File: config.mk
export PLATFORM = sky130hd
export DESIGN_NAME = seq_restoring_divider
export DESIGN_NICKNAME = d
export VERILOG_FILES = /design/src/rtl/div_pkg.sv /design/src/rtl/seq_restoring_divider_rcas.sv /design/src/rtl/seq_restoring_divider.sv
export SDC_FILE = /design/constraint.sdc
export NUM_CORES = 1
export LEC_CHECK = 0
export CAP_MARGIN = 30
export CORE_MARGIN = 10
export CORE_UTILIZATION = 53
export DETAILED_ROUTE_END_ITERATION = 10
export MAX_ROUTING_LAYER = met4
export PLACE_DENSITY = 0.89
export SYNTH_ARGS = -nofsm -noshare
export SYNTH_HDL_FRONTEND = slang
export SYNTH_HIERARCHICAL = 1
export SYNTH_SLANG_ARGS = --single-unit
File: constraint.sdc
create_clock -name clk -period 5.8 [get_ports clk]
set_clock_uncertainty 0.15 [all_clocks]
set_input_delay 0.58 -clock clk [delete_from_list [all_inputs] [get_ports clk]]
set_output_delay 0.58 -clock clk [all_outputs]
set_load 0.01 [all_outputs]
File: src/rtl/div_pkg.sv
// Shared types and helpers for the sequential restoring divider.
package div_pkg;

  typedef enum logic [1:0] {IDLE, BUSY, DONE} div_state_t;

  function automatic int cnt_width(input int n);
    return $clog2(n + 1);
  endfunction

endpackage

File: src/rtl/seq_restoring_divider_rcas.sv
// N-bit ripple-carry adder/subtractor; in subtract mode c_out reports borrow.
module RCAS_Nbit #(
  parameter int N = 8
) (
  input  logic [N-1:0] a,
  input  logic [N-1:0] b,
  input  logic         add_sub,
  output logic [N-1:0] sum,
  output logic         c_out
);

  logic [N:0]   carry;
  logic [N-1:0] b_eff;

  // Subtraction is a + ~b + 1; the final carry is inverted so that a set c_out means a < b.
  always_comb begin
    carry    = '0;
    sum      = '0;
    b_eff    = b ^ {N{add_sub}};
    carry[0] = add_sub;
    for (int i = 0; i < N; i++) begin
      sum[i]       = a[i] ^ b_eff[i] ^ carry[i];
      carry[i + 1] = (a[i] & b_eff[i]) | (carry[i] & (a[i] ^ b_eff[i]));
    end
    c_out = carry[N] ^ add_sub;
  end

endmodule

File: src/rtl/seq_restoring_divider.sv
// Sequential unsigned restoring divider with valid/ready handshakes on both sides.
module seq_restoring_divider
  import div_pkg::*;
#(
  parameter int N = 8
) (
  input  logic         clk,
  input  logic         rst,
  input  logic         in_valid,
  output logic         in_ready,
  input  logic [N-1:0] dividend,
  input  logic [N-1:0] divisor,
  output logic         out_valid,
  input  logic         out_ready,
  output logic [N-1:0] quotient,
  output logic [N-1:0] remainder,
  output logic         div_by_zero
);

  localparam int CW = cnt_width(N);

  div_state_t state_q, state_d;
  logic [N-1:0] q_q, q_d;
  logic [N:0]   d_q, d_d;
  logic [N:0]   r_q, r_d;
  logic [CW-1:0] cnt_q, cnt_d;
  logic [N-1:0] quotient_q, quotient_d;
  logic [N-1:0] remainder_q, remainder_d;
  logic         dbz_q, dbz_d;

  logic [N:0] rs;
  logic [N:0] diff;
  logic       borrow;

  // The remainder msb is never needed to form the next shifted remainder.
  logic unused_r_msb;
  assign unused_r_msb = r_q[N];

  assign rs = {r_q[N-1:0], q_q[N-1]};

  RCAS_Nbit #(.N(N + 1)) u_rcas (
    .a       (rs),
    .b       (d_q),
    .add_sub (1'b1),
    .sum     (diff),
    .c_out   (borrow)
  );

  always_comb begin
    state_d     = state_q;
    q_d         = q_q;
    d_d         = d_q;
    r_d         = r_q;
    cnt_d       = cnt_q;
    quotient_d  = quotient_q;
    remainder_d = remainder_q;
    dbz_d       = dbz_q;
    case (state_q)
      IDLE: begin
        if (in_valid) begin
          q_d   = dividend;
          d_d   = {1'b0, divisor};
          r_d   = '0;
          cnt_d = CW'(N);
          if (divisor == '0) begin
            state_d     = DONE;
            q_d         = '1;
            r_d         = {1'b0, dividend};
            quotient_d  = '1;
            remainder_d = dividend;
            dbz_d       = 1'b1;
          end else begin
            state_d = BUSY;
            dbz_d   = 1'b0;
          end
        end
      end
      BUSY: begin
        if (!borrow) begin
          r_d = diff;
          q_d = {q_q[N-2:0], 1'b1};
        end else begin
          r_d = rs;
          q_d = {q_q[N-2:0], 1'b0};
        end
        cnt_d = cnt_q - CW'(1);
        // The result registers load on the final iteration so they stay frozen outside DONE.
        if (cnt_q == CW'(1)) begin
          state_d     = DONE;
          quotient_d  = q_d;
          remainder_d = r_d[N-1:0];
        end
      end
      DONE: begin
        if (out_ready) state_d = IDLE;
      end
      default: state_d = IDLE;
    endcase
  end

  always_ff @(posedge clk or posedge rst) begin
    if (rst) begin
      state_q     <= IDLE;
      q_q         <= '0;
      d_q         <= '0;
      r_q         <= '0;
      cnt_q       <= '0;
      quotient_q  <= '0;
      remainder_q <= '0;
      dbz_q       <= 1'b0;
    end else begin
      state_q     <= state_d;
      q_q         <= q_d;
      d_q         <= d_d;
      r_q         <= r_d;
      cnt_q       <= cnt_d;
      quotient_q  <= quotient_d;
      remainder_q <= remainder_d;
      dbz_q       <= dbz_d;
    end
  end

  assign in_ready    = (state_q == IDLE);
  assign out_valid   = (state_q == DONE);
  assign quotient    = quotient_q;
  assign remainder   = remainder_q;
  assign div_by_zero = dbz_q;

endmodule

* Word-level counts from Yosys, hierarchy flattened
Cells that the tools add are included.
** Operators by class
- $add $sub $neg :: 1
- Equality and inequality tests :: 7
- Mux-type cells :: 24
- Bitwise operators :: 44
- Reduce and logical (&&, ||, !) cells :: 7
** Operator list (number)
- 8-bit 2-to-1 mux :: 11
- 8-bit case mux with 2 select lines :: 4
- 1-bit AND :: 17
- 1-bit bitwise XOR :: 16
- 8-bit inverter with 9-bit output :: 1
- 1-bit OR :: 9
- 8-bit logical NOT :: 1
- 2-bit 2-to-1 mux :: 4
- 4-bit case mux with 2 select lines :: 1
- 2-bit case mux with 3 select lines :: 1
- 4-bit by 1-bit equality test with 1-bit output (second input constant) :: 1
- 4-bit 2-to-1 mux :: 1
- 2-bit by 1-bit inequality test with 1-bit output (second input constant) :: 2
- 2-bit inequality test (second input constant) :: 2
- 2-bit AND reduction :: 2
- 4-bit AND reduction :: 1
- 4-bit by 1-bit subtractor with 4-bit output (second input constant) :: 1
- 3-bit AND reduction :: 1
- 2-bit by 1-bit equality test with 1-bit output (second input constant) :: 1
- 2-bit equality test (second input constant) :: 1
- 2-bit logical NOT :: 1
- 1-bit 2-to-1 mux :: 2
- 2-bit nonzero test :: 1
- 1-bit inverter :: 1
** Storage, ports and cells
- Flip-flop bits (word level) :: 47
- Input bits :: 20
- Logic and storage cells :: 91

* Logic depth before layout (Yosys ltp)
Gate-level depths: netlist (run 1).
- Word-level depth :: 22
- Gate-level depth with buffers :: 17
- Depth with buffers taken out :: 15

* Modules after synthesis
The synthesis (run 1) kept the hierarchy.
** Modules (own cells, without submodules)
- seq_restoring_divider :: times used 1, cells each 227, area an instance 2172.1 um2
- RCAS_Nbit :: times used 1, cells each 35, area an instance 326.6 um2

* Worst setup path after synthesis (run 1)
Ideal clock, no wire load.
- Kind :: register to register
- From :: register d_q[0]
- To :: register r_q[0]
- Setup time :: 0.127 ns
- Data arrival time :: 4.308 ns
- Required time :: 5.523 ns
- Setup slack :: 1.215 ns
- Cell stages (with the launch flop) :: 17
- Cell sequence :: dfrtp_1 -> mux2_2 -> fa_1 -> inv_1 -> fa_1 -> fa_1 -> fa_1 -> fa_1 -> fa_1 -> fa_1 -> fa_1 -> xnor2_1 -> buf_2 -> mux2i_1 -> nand2_1 -> a221oi_1 -> nor2_1
** Between the ends
- Word-level cells in the longest chain between the ends :: 21
- Elaborated cells between the ends (all ways) :: 23
- Those cells by class :: mux (2); bitwise (21)
** RTL lines
- start, declared :: RTL line seq_restoring_divider.sv:24 : logic [N:0] d_q, d_d;
- start signal, assigned :: RTL line seq_restoring_divider.sv:105 : d_q <= '0;
- start signal, assigned :: RTL line seq_restoring_divider.sv:114 : d_q <= d_d;
- 8-bit inverter with 9-bit output (no line) *
- 1-bit AND / 1-bit bitwise XOR (equally long branches) :: RTL line seq_restoring_divider_rcas.sv:23, seq_restoring_divider_rcas.sv:22
- 1-bit OR :: RTL line seq_restoring_divider_rcas.sv:23 : carry[i + 1] = (a[i] & b_eff[i]) | (carry[i] & (a[i] ^ b_eff[i]));
- 1-bit AND :: RTL line seq_restoring_divider_rcas.sv:23
- 1-bit OR :: RTL line seq_restoring_divider_rcas.sv:23
- 1-bit AND :: RTL line seq_restoring_divider_rcas.sv:23
- 1-bit OR :: RTL line seq_restoring_divider_rcas.sv:23
- 1-bit AND :: RTL line seq_restoring_divider_rcas.sv:23
- [... 5 more ...]
- 1-bit AND :: RTL line seq_restoring_divider_rcas.sv:23
- 1-bit OR :: RTL line seq_restoring_divider_rcas.sv:23
- 1-bit AND :: RTL line seq_restoring_divider_rcas.sv:23
- 1-bit OR :: RTL line seq_restoring_divider_rcas.sv:23
- 1-bit AND :: RTL line seq_restoring_divider_rcas.sv:23
- 1-bit OR :: RTL line seq_restoring_divider_rcas.sv:23
- 8-bit 2-to-1 mux * :: RTL line seq_restoring_divider.sv:79 : if (!borrow) begin
- 8-bit case mux with 2 select lines * :: RTL line seq_restoring_divider.sv:58 : case (state_q)
- end signal, assigned :: RTL line seq_restoring_divider.sv:115 : r_q <= r_d;
- end, declared :: RTL line seq_restoring_divider.sv:25 : logic [N:0] r_q, r_d;
Mark *: on every way between the ends. The rest lies on a longest branch, timed or not.
A chain may end at the register's enable or synchronous reset.

* Worst setup path in the final report (run 1)
- From :: register d_q[0]
- To :: register r_q[1]
** Between the ends
- Word-level cells in the longest chain between the ends :: 21
- Elaborated cells between the ends (all ways) :: 23
- Those cells by class :: mux (2); bitwise (21)
** RTL lines (RTL line)
- 8-bit inverter with 9-bit output (no line) *
- 1-bit AND / 1-bit bitwise XOR (equally long branches) :: seq_restoring_divider_rcas.sv:23
- 1-bit OR * :: seq_restoring_divider_rcas.sv:23
- 1-bit AND :: seq_restoring_divider_rcas.sv:23
- 1-bit OR :: seq_restoring_divider_rcas.sv:23
- 1-bit AND :: seq_restoring_divider_rcas.sv:23
- 1-bit OR :: seq_restoring_divider_rcas.sv:23
- 1-bit AND :: seq_restoring_divider_rcas.sv:23
- [... 5 more ...]
- 1-bit AND :: seq_restoring_divider_rcas.sv:23
- 1-bit OR :: seq_restoring_divider_rcas.sv:23
- 1-bit AND :: seq_restoring_divider_rcas.sv:23
- 1-bit OR :: seq_restoring_divider_rcas.sv:23
- 1-bit AND :: seq_restoring_divider_rcas.sv:23
- 1-bit OR :: seq_restoring_divider_rcas.sv:23
- 8-bit 2-to-1 mux * :: seq_restoring_divider.sv:79
- 8-bit case mux with 2 select lines * :: seq_restoring_divider.sv:58
Marks and branches as above.

==> flow_metrics.tcl, run 1 <==
set metrics [dict create \
    grt_antenna_before_repair 0 \
    cp_slowest_stage_delay_ns 0.41 \
    fin_crit_ns 4.889 \
    post_dr_vias_cell 5.575 \
    share_seq_of_total_power_pct 33.5 \
    cts_setup_buffers 0 \
    grtUsageTotal_pct 15.78 \
    grt_setup_unrepaired "no" \
    start_util_pct 56.14 \
    drt-total-wl_um 5730 \
    final-hold-violation-count 0 \
    clock_insertion_delay_worst_skew_ns 0.31 \
    finalSetupViolations 0 \
    die-area_sq_um 7852 \
    synthesis.instances 261 \
    worst_path_max_delay_cell "dfrtp_1" \
    finish.instance_area_sq_um 3002 \
    max_freq_ghz 0.2045 \
    path_delay_family "adder cells" \
    clock_power_share_pct 11.7 \
    cts_root_buf "clkbuf_8" \
    core.rowCount 24 \
    buffers_added_on_ports 38 \
    chain_of_cells_forming_the_critical_path "mux2_2 > fa_1 > inv_1 > fa_1 > fa_1 > fa_1 > fa_1 > fa_1 > fa_1 > fa_1 > xnor2_1 > buf_4 > mux2i_1 > nand2_1 > a221oi_1 > nor2_1" \
    cts_tree "done" \
    dpl_worst_slack_ns 0.9207 \
    tritoncts.num_buffers 5 \
    gp_routability_congestion 0.8981 \
    mappedNetlistNets 291 \
    synthToLayoutAreaGrowth_pct 20.31 \
    hp-class "reg -> reg" \
    power.share.combinational_pct 54.8 \
    chipWidth_um 88.61 \
    cts_max_path_buffers 2 \
    post_cts_resize_count 0 \
    yosysWarningCount 6 \
    drive_gt1_share_pct 7.770 \
    period_share_pct 84.29 \
    detailed_place.area_sq_um 2903 \
    status "completed" \
    cellInternalPower_w 0.001055 \
    area_occupied_by_multi_input_gates_sq_um 1184 \
    worst-endpoint-required_ns 5.85 \
    drtAntennaViolNets 0 \
    htreeDepth 2 \
    synth.cell_area_sq_um 2495 \
    maximum_vdd_ir_drop_mv 0.2435 \
    timing.hold.ws_ns 0.3619 \
    drt_pass1_iterations 5 \
    grt_pass1_wl_um 9404 \
    setup.worst_path.start_class "flip-flop" \
    num-fill-cells 366 \
    postLayoutSetupSlackWorst_ns 0.9111 \
    detail_route.drc_violations 0 \
    fp.dieH_um 88.61 \
    path_max_fanout 9 \
    final_nets 325 \
    wl_per_cell_um 16.47 \
    via_count 1940 \
    grt_pass1_vias 1918 \
    worst_slew_margin_rel_pct 34.63 \
    postSynthAreaPerCell_sq_um 9.559 \
    final-max-slew-violation-count 0 \
    switching_power_w 0.0007708 \
    maxCapViolations 0 \
    antenna_cells 0 \
    critical_path_class "reg -> reg" \
    cellLeakagePower_nw 1.311 \
    count_of_buffering_cells_on_the_critical_path_with_inverters_included 2 \
    switching_share_pct 42.21 \
    hpwlAfterDp_um 4218 \
    grt_max_degree 48 \
    report.power.total_w 0.001826 \
    cts.clk_slew.worst_paths_ns 0.09 \
    tns_ns 0 \
    drtIter0Drc 125 \
    core_region_area_sq_um 4444 \
    grt_overflow 0 \
    setup.worst_path.end_class "flip-flop" \
    tightest_slew_ns 0.9805 \
    power_per_cell_area_nw_per_um2 608.4 \
    final-seq-area_sq_um 1176 \
    critPathMostFrequentCell "fa_1" \
    holdBufCountCts 0 \
    timing.critical_path.arrival_ns 4.94 \
    design.portCount 39 \
    clock_sinks 47 \
]
## final cells by class
class / count / share of cell area, %
tap: 52 / 2.168
clock buffer: 6 / 2.751
clock inverter: 2 / 0.5419
sequential: 47 / 39.18
timing repair buffer: 42 / 13.67
multi-input combinational: 181 / 39.43
inverter: 18 / 2.251
## worst register-to-register path: cells and delay by family (launching register included)
family / cells / cell delay (ns)
compound gates: 1 / 0.29
xor+xnor: 1 / 0.17
fa+ha+maj: 8 / 2.91
buf+inv: 2 / 0.24
flops: 1 / 0.41
mux: 2 / 0.44
simple gates: 2 / 0.17
## metrics by stage
stage	std cells	utilization, %
after floorplan	261	-
after global placement	339	65.15
after detailed placement	340	65.32
after CTS	348	67.54
after global routing	348	67.54
final	348	67.54
## sequential cells by signal, summed over array words and instances, names as in the netlist
register,flops
q_q,8
remainder,8
state_q,2
cnt_q,4
d_q,8
div_by_zero,1
quotient,8
r_q,8
## path summary, 6_finish.rpt
kind | start | endpoint | slack (ns) | cells after the start
max in group asynchronous | rst | r_q[3]$_DFFE_PP0P_ | 4.50 | 3
worst min register to register | remainder[3]$_DFFE_PP0P_ | remainder[3]$_DFFE_PP0P_ | 0.36 | 2
worst max register to register | d_q[0]$_DFFE_PP0P_ | r_q[1]$_DFFE_PP0P_ | 0.91 | 16
worst max-delay path | d_q[0]$_DFFE_PP0P_ | r_q[1]$_DFFE_PP0P_ | 0.91 | 16
worst min-delay path | remainder[3]$_DFFE_PP0P_ | remainder[3]$_DFFE_PP0P_ | 0.36 | 2
min in group asynchronous | rst | quotient[6]$_DFFE_PP0P_ | 0.57 | 3
## metal layers
metal	track usage (%)	vias up	part of all wire [%]	routed length, um
met4	5.874	0	1.0	59
met3	4.044	8	7.5	430
met1	19.39	923	44	2543
met2	24.51	66	47	2698
li1	-	943	-	-
met5	-	-	0	0
## layout by cell type (no fill, tap or decap), types with 2 or more instances in the layout
cell type         n
nor2_1           56
dfrtp_1          47
clkdlybuf4s50_1  38
inv_1            17
a21oi_1          17
o21ai_0          14
nand2_1          11
o22ai_1           9
nand3_1           9
mux2i_1           9
mux2_2            9
xnor2_1           9
fa_1              8
a221oi_1          7
clkbuf_8          6
buf_4             4
nor4_1            3
or4_1             2
nor3b_1           2
nand2b_1          2
ha_1              2
xor2_1            2
conb_1            2
## power groups by stage
stage	sequential (W)	combinational (W)	clock [W]
3_5_place_dp	0.000619	0.000996	0
4_1_cts	0.000614	0.00100	0.000215
6_report	0.000612	0.00100	0.000213
5_1_grt	0.000632	0.00113	0.000232
2_1_floorplan	0.000597	0.000714	0
3_3_place_gp	0.000612	0.000949	0
(Power assumes the default switching activity.)
==> inputs of run 2 (changes only) <==
clock period = 5.1 ns   (was 5.8 ns; I/O delays follow)
==> flow_metrics.tcl, run 2 (synthesized netlist as in run 1, its figures left out) <==
set metrics [dict create \
    cts_tree "done" \
    htreeDepth 2 \
    detail_route.drc_violations 0 \
    hpwlAfterDp_um 4254 \
    path_max_fanout 9 \
    worst_path_max_delay_cell "fa_1" \
    via_count 1990 \
    grt_pass1_wl_um 9459 \
    cts_max_path_buffers 2 \
    cts.clk_slew.worst_paths_ns 0.08 \
    hold_depth 2 \
    timing.critical_path.arrival_ns 4.96 \
    timing.rr.end "r_q[5]$_DFFE_PP0P_" \
    critPathMostFrequentCell "fa_1" \
    fin_crit_ns 4.914 \
    maximum_vdd_ir_drop_mv 0.2741 \
    cp_slowest_stage_delay_ns 0.42 \
    critical_path_class "reg -> reg" \
    final_nets 327 \
    cts_root_buf "clkbuf_8" \
    clock_insertion_delay_worst_skew_ns 0.31 \
    design.portCount 39 \
    tightest_slew_ns 1.029 \
    synthToLayoutAreaGrowth_pct 24.27 \
    tritoncts.num_buffers 5 \
    grt_antenna_before_repair 0 \
    finish.instance_area_sq_um 3100 \
    cellLeakagePower_nw 1.337 \
    buffers_added_on_ports 38 \
    final-hold-violation-count 0 \
    max_freq_ghz 0.2035 \
    timing.hold.ws_ns 0.3618 \
    worst_r2r_path_depth 16 \
    layout_commonest_cell "nor2_1" \
    drt_pass1_iterations 4 \
    core_region_area_sq_um 4444 \
    chipWidth_um 88.61 \
    chain_of_cells_forming_the_critical_path "mux2_2 > fa_1 > inv_1 > fa_1 > fa_1 > fa_1 > fa_1 > fa_1 > fa_1 > fa_2 > xnor2_1 > buf_4 > mux2i_1 > nand2_1 > a221oi_2 > nor2_1" \
    antenna_cells 0 \
    grt_setup_unrepaired "no" \
    hp-class "reg -> reg" \
    power_per_cell_area_nw_per_um2 735.0 \
    holdCritStartpoint "remainder[5]$_DFFE_PP0P_" \
    start_util_pct 56.14 \
    drive_gt1_share_pct 11.41 \
    fp.dieH_um 88.61 \
    worst_slew_margin_rel_pct 31.38 \
    grt_overflow 0 \
    tns_ns 0 \
    grtUsageTotal_pct 15.86 \
    finalSetupViolations 0 \
    final-max-slew-violation-count 0 \
    detailed_place.area_sq_um 2910 \
    drtAntennaViolNets 0 \
    grt_max_degree 48 \
    core.rowCount 24 \
    holdBufCountCts 0 \
    maxCapViolations 0 \
    clock_sinks 47 \
    setup.reg_to_reg.worst_slack_ns 0.19 \
    period_share_pct 96.35 \
    worst-endpoint-required_ns 5.14 \
    post_dr_vias_cell 5.686 \
    grt_pass1_vias 1946 \
    setup.worst_path.end_class "flip-flop" \
    gp_routability_congestion 0.9110 \
    hold_path_end "remainder[5]$_DFFE_PP0P_" \
    die-area_sq_um 7852 \
    setup.worst_path.start_class "flip-flop" \
    drt-total-wl_um 5996 \
    top_library_cells_by_usage_in_the_layout_fill_and_taps_aside "nor2_1, dfrtp_1, clkdlybuf4s50_1, inv_1, a21oi_1" \
    num-fill-cells 341 \
    drtIter0Drc 179 \
    regToRegStartpoint "d_q[0]$_DFFE_PP0P_" \
    wl_per_cell_um 17.13 \
    status "completed" \
]
==> run 2: changes by cell type in the layout (fill, tap and decap cells not counted), sizes merged <==
cell      change
clkinvlp      -1
clkinv        -1
buf           +2
bufinv        +2
==> run 2: per-layer routing <==
metal / wire length (um) / global-route usage (%)
met1: 2532 / 18.97
met4: 138 / 6.021
met5: 0 / -
met2: 2922 / 25.59
met3: 402 / 3.585
==> run 2: final cells by class <==
class                   instances  area (sq um)  area share (%)
inverters                      18         67.56           2.179
flip-flops and latches         47          1176           37.93
well taps                      52         65.06           2.098
clock inverters                 2         60.06           1.937
multi-input cells             181          1234           39.79
clock buffers                   6         72.57           2.341
repair buffers                 44         425.4           13.72
==> run 2: worst max-delay path, delay by kind of cell, from the launching register on <==
family	cells	cell delay [ns]
adder cells (fa/ha/maj)	8	2.90
multiplexers	2	0.45
flip-flops	1	0.41
buffers and inverters	2	0.27
AO/OA/AOI/OAI	1	0.26
AND/OR/NAND/NOR	2	0.20
XOR/XNOR	1	0.16
==> run 2: worst max path at each step <==
stage	from	end	slack, ns	cells past startpoint
finish	d_q[0]$_DFFE_PP0P_	r_q[5]$_DFFE_PP0P_	0.19	16
CTS	d_q[0]$_DFFE_PP0P_	r_q[7]$_DFFE_PP0P_	0.09	16
floorplan	d_q[0]$_DFFE_PP0P_	r_q[0]$_DFFE_PP0P_	0.52	16
global route	d_q[0]$_DFFE_PP0P_	r_q[5]$_DFFE_PP0P_	0.02	16
detailed placement	d_q[1]$_DFFE_PP0P_	r_q[1]$_DFFE_PP0P_	0.13	16
global placement	d_q[0]$_DFFE_PP0P_	r_q[6]$_DFFE_PP0P_	0.18	15
==> run 2: power by group <==
group | switching (W) | internal, W | total (W) | leakage, nW
Sequential | 0.000149 | 0.000550 | 0.000700 | 0.545
Combinational | 0.000664 | 0.000591 | 0.00125 | 0.727
Clock | 0.000129 | 0.000196 | 0.000324 | 0.0654
==> run 2: through the flow <==
stage	setup slack (ns)	util, %	total power (W)	instances
floorplan	0.5154	-	0.001491	261
global placement	0.1762	65.32	0.001782	340
finish	0.1860	69.76	0.002279	350
detailed placement	0.1340	65.48	0.001847	341
global route	0.01867	69.76	0.002449	350
CTS	0.08573	68.47	0.002182	349
==> run 2: repair_timing <==
action | 4_1_cts | 5_1_grt
endpoints found under the hold margin | 0 | 0
resized for setup | 0 | 10
buffers inserted | 0 | 1
endpoints found under the setup margin | 0 | 5
==> inputs of run 3 (changes only) <==
GPL_TIMING_DRIVEN = 0   (was unset)
==> flow_metrics.tcl, run 3 (synthesized netlist as in run 1, its figures left out) <==
set metrics [dict create \
    hp-class "in -> async" \
    grt_antenna_before_repair 0 \
    cts_tree "done" \
    detailed_place.area_sq_um 2960 \
    top_library_cells_by_usage_in_the_layout_fill_and_taps_aside "nor2_1, dfrtp_1, clkdlybuf4s50_1, inv_1, a21oi_1" \
    htreeDepth 2 \
    critical_path_class "reg -> reg" \
    grt_max_degree 30 \
    timing.hold.ws_ns 0.3500 \
    core.rowCount 24 \
    maximum_vdd_ir_drop_mv 0.3673 \
    status "completed" \
    power_per_cell_area_nw_per_um2 724.4 \
    start_util_pct 56.14 \
    core_region_area_sq_um 4444 \
    setup.reg_to_reg.worst_slack_ns 0.13 \
    dr_wl_met3_um 313 \
    stdcell_count 360 \
    tightest_slew_ns 0.6181 \
    fp.dieH_um 88.61 \
    timing.critical_path.arrival_ns 5.01 \
    worst-endpoint-required_ns 5.14 \
    timing.rr.end "r_q[4]$_DFFE_PP0P_" \
    setup.worst_path.end_class "flip-flop" \
    tritoncts.num_buffers 5 \
    buffers_added_on_ports 38 \
    setup.worst_path.start_class "flip-flop" \
    design.portCount 39 \
    place.detailed.instances 352 \
    gp_routability_congestion 0.8918 \
    drive_gt1_share_pct 12.66 \
    path_max_fanout 10 \
    grt_pass1_vias 2132 \
    cts_setup_buffers 0 \
    via_count 2038 \
    final-max-slew-violation-count 0 \
    post_cts_resize_count 0 \
    cellLeakagePower_nw 1.329 \
    wl_per_cell_um 17.18 \
    antenna_cells 0 \
    drtIter0Drc 221 \
    share_seq_of_total_power_pct 30.6 \
    finish.instance_area_sq_um 3129 \
    drt_pass1_iterations 5 \
    worst_slew_margin_rel_pct 58.41 \
    cts_max_path_buffers 2 \
    drtAntennaViolNets 0 \
    chipWidth_um 88.61 \
    final-seq-area_sq_um 1177 \
    switching_power_w 0.0009868 \
    grt_overflow 0 \
    drt-total-wl_um 6185 \
    detailroute.wirelength.met2_um 3223 \
    switching_share_pct 43.54 \
    hpwlAfterDp_um 4670 \
    grtUsageTotal_pct 16.66 \
    final-hold-violation-count 0 \
    holdBufCountCts 0 \
    cellInternalPower_w 0.001280 \
    cts_root_buf "clkbuf_8" \
    die-area_sq_um 7852 \
    area_occupied_by_multi_input_gates_sq_um 1264 \
    final_nets 337 \
    clock_power_share_pct 9.9 \
    layout_commonest_cell "nor2_1" \
    synthToLayoutAreaGrowth_pct 25.43 \
    fin_crit_ns 4.973 \
    clock_sinks 47 \
    finalSetupViolations 0 \
    maxCapViolations 0 \
    detail_route.drc_violations 0 \
    max_freq_ghz 0.2011 \
    period_share_pct 97.50 \
    grt_pass1_wl_um 10010 \
    drt-met1-wl_um 2612 \
    power.share.combinational_pct 59.5 \
    cts.clk_slew.worst_paths_ns 0.09 \
    layout.core_utilization_pct 70.41 \
    num-fill-cells 362 \
    clock_insertion_delay_worst_skew_ns 0.31 \
    regToRegStartpoint "d_q[0]$_DFFE_PP0P_" \
    highest_layer "met4" \
    post_dr_vias_cell 5.661 \
    worst_r2r_path_depth 16 \
]
run 3: cell count changes in the layout (fill, tap and decap cells not counted), sizes merged:
cell and change:
buf -1, inv +1, bufinv -2, clkinvlp +1, clkbuf +11
run 3: worst max-delay path, cell delays in order, from the launching register on:
cell and delay [ns]:
dfrtp_1 0.42, mux2_2 0.25, fa_1 0.16, inv_1 0.05, fa_1 0.39, fa_1 0.39
fa_1 0.41, fa_1 0.40, fa_1 0.40, fa_1 0.39, fa_1 0.39, xnor2_1 0.13
buf_4 0.21, mux2i_2 0.24, nand2_1 0.10, a221oi_2 0.27, nor2_1 0.09
run 3: routing by layer:
layer  global-route usage, %  vias up
met5                       -        -
met4                   4.846        0
met3                   4.044        4
met2                   28.67       55
met1                   18.81     1015
li1                        -      964
run 3: power groups by stage:
stage | registers (W) | logic (W) | clock network (W)
detailed placement | 0.000688 | 0.00118 | 0
finish | 0.000694 | 0.00135 | 0.000225
global route | 0.000717 | 0.00149 | 0.000240
global placement | 0.000675 | 0.00112 | 0
CTS | 0.000682 | 0.00120 | 0.000223
floorplan | 0.000679 | 0.000812 | 0
run 3: worst max path at each step:
stage,startpoint,to,slack [ns],cells past startpoint
3_5_place_dp,d_q[0]$_DFFE_PP0P_,r_q[4]$_DFFE_PP0P_,0.12,16
6_report,d_q[0]$_DFFE_PP0P_,r_q[4]$_DFFE_PP0P_,0.13,16
2_1_floorplan,d_q[0]$_DFFE_PP0P_,r_q[0]$_DFFE_PP0P_,0.52,16
4_1_cts,d_q[0]$_DFFE_PP0P_,r_q[4]$_DFFE_PP0P_,0.06,16
3_3_place_gp,d_q[0]$_DFFE_PP0P_,r_q[5]$_DFFE_PP0P_,0.25,16
5_1_grt,d_q[0]$_DFFE_PP0P_,r_q[4]$_DFFE_PP0P_,-0.02,16
run 3: cell type report:
type,count,share of cell area [%]
buffer,15,2.239
clock buffer,6,2.319
clock inverter,2,0.3998
inverter,18,2.159
multi-input combinational,181,40.38
sequential,47,37.62
tap,52,2.079
timing repair buffer,39,12.79
run 3: through the flow:
stage	setup WS (ns)	power, W	setup TNS, ns
finish	0.1273	0.002267	0
detailed placement	0.1194	0.001870	0
CTS	0.05757	0.002101	0
global placement	0.2466	0.001791	0
global route	-0.02266	0.002451	-0.02266
floorplan	0.5154	0.001491	0
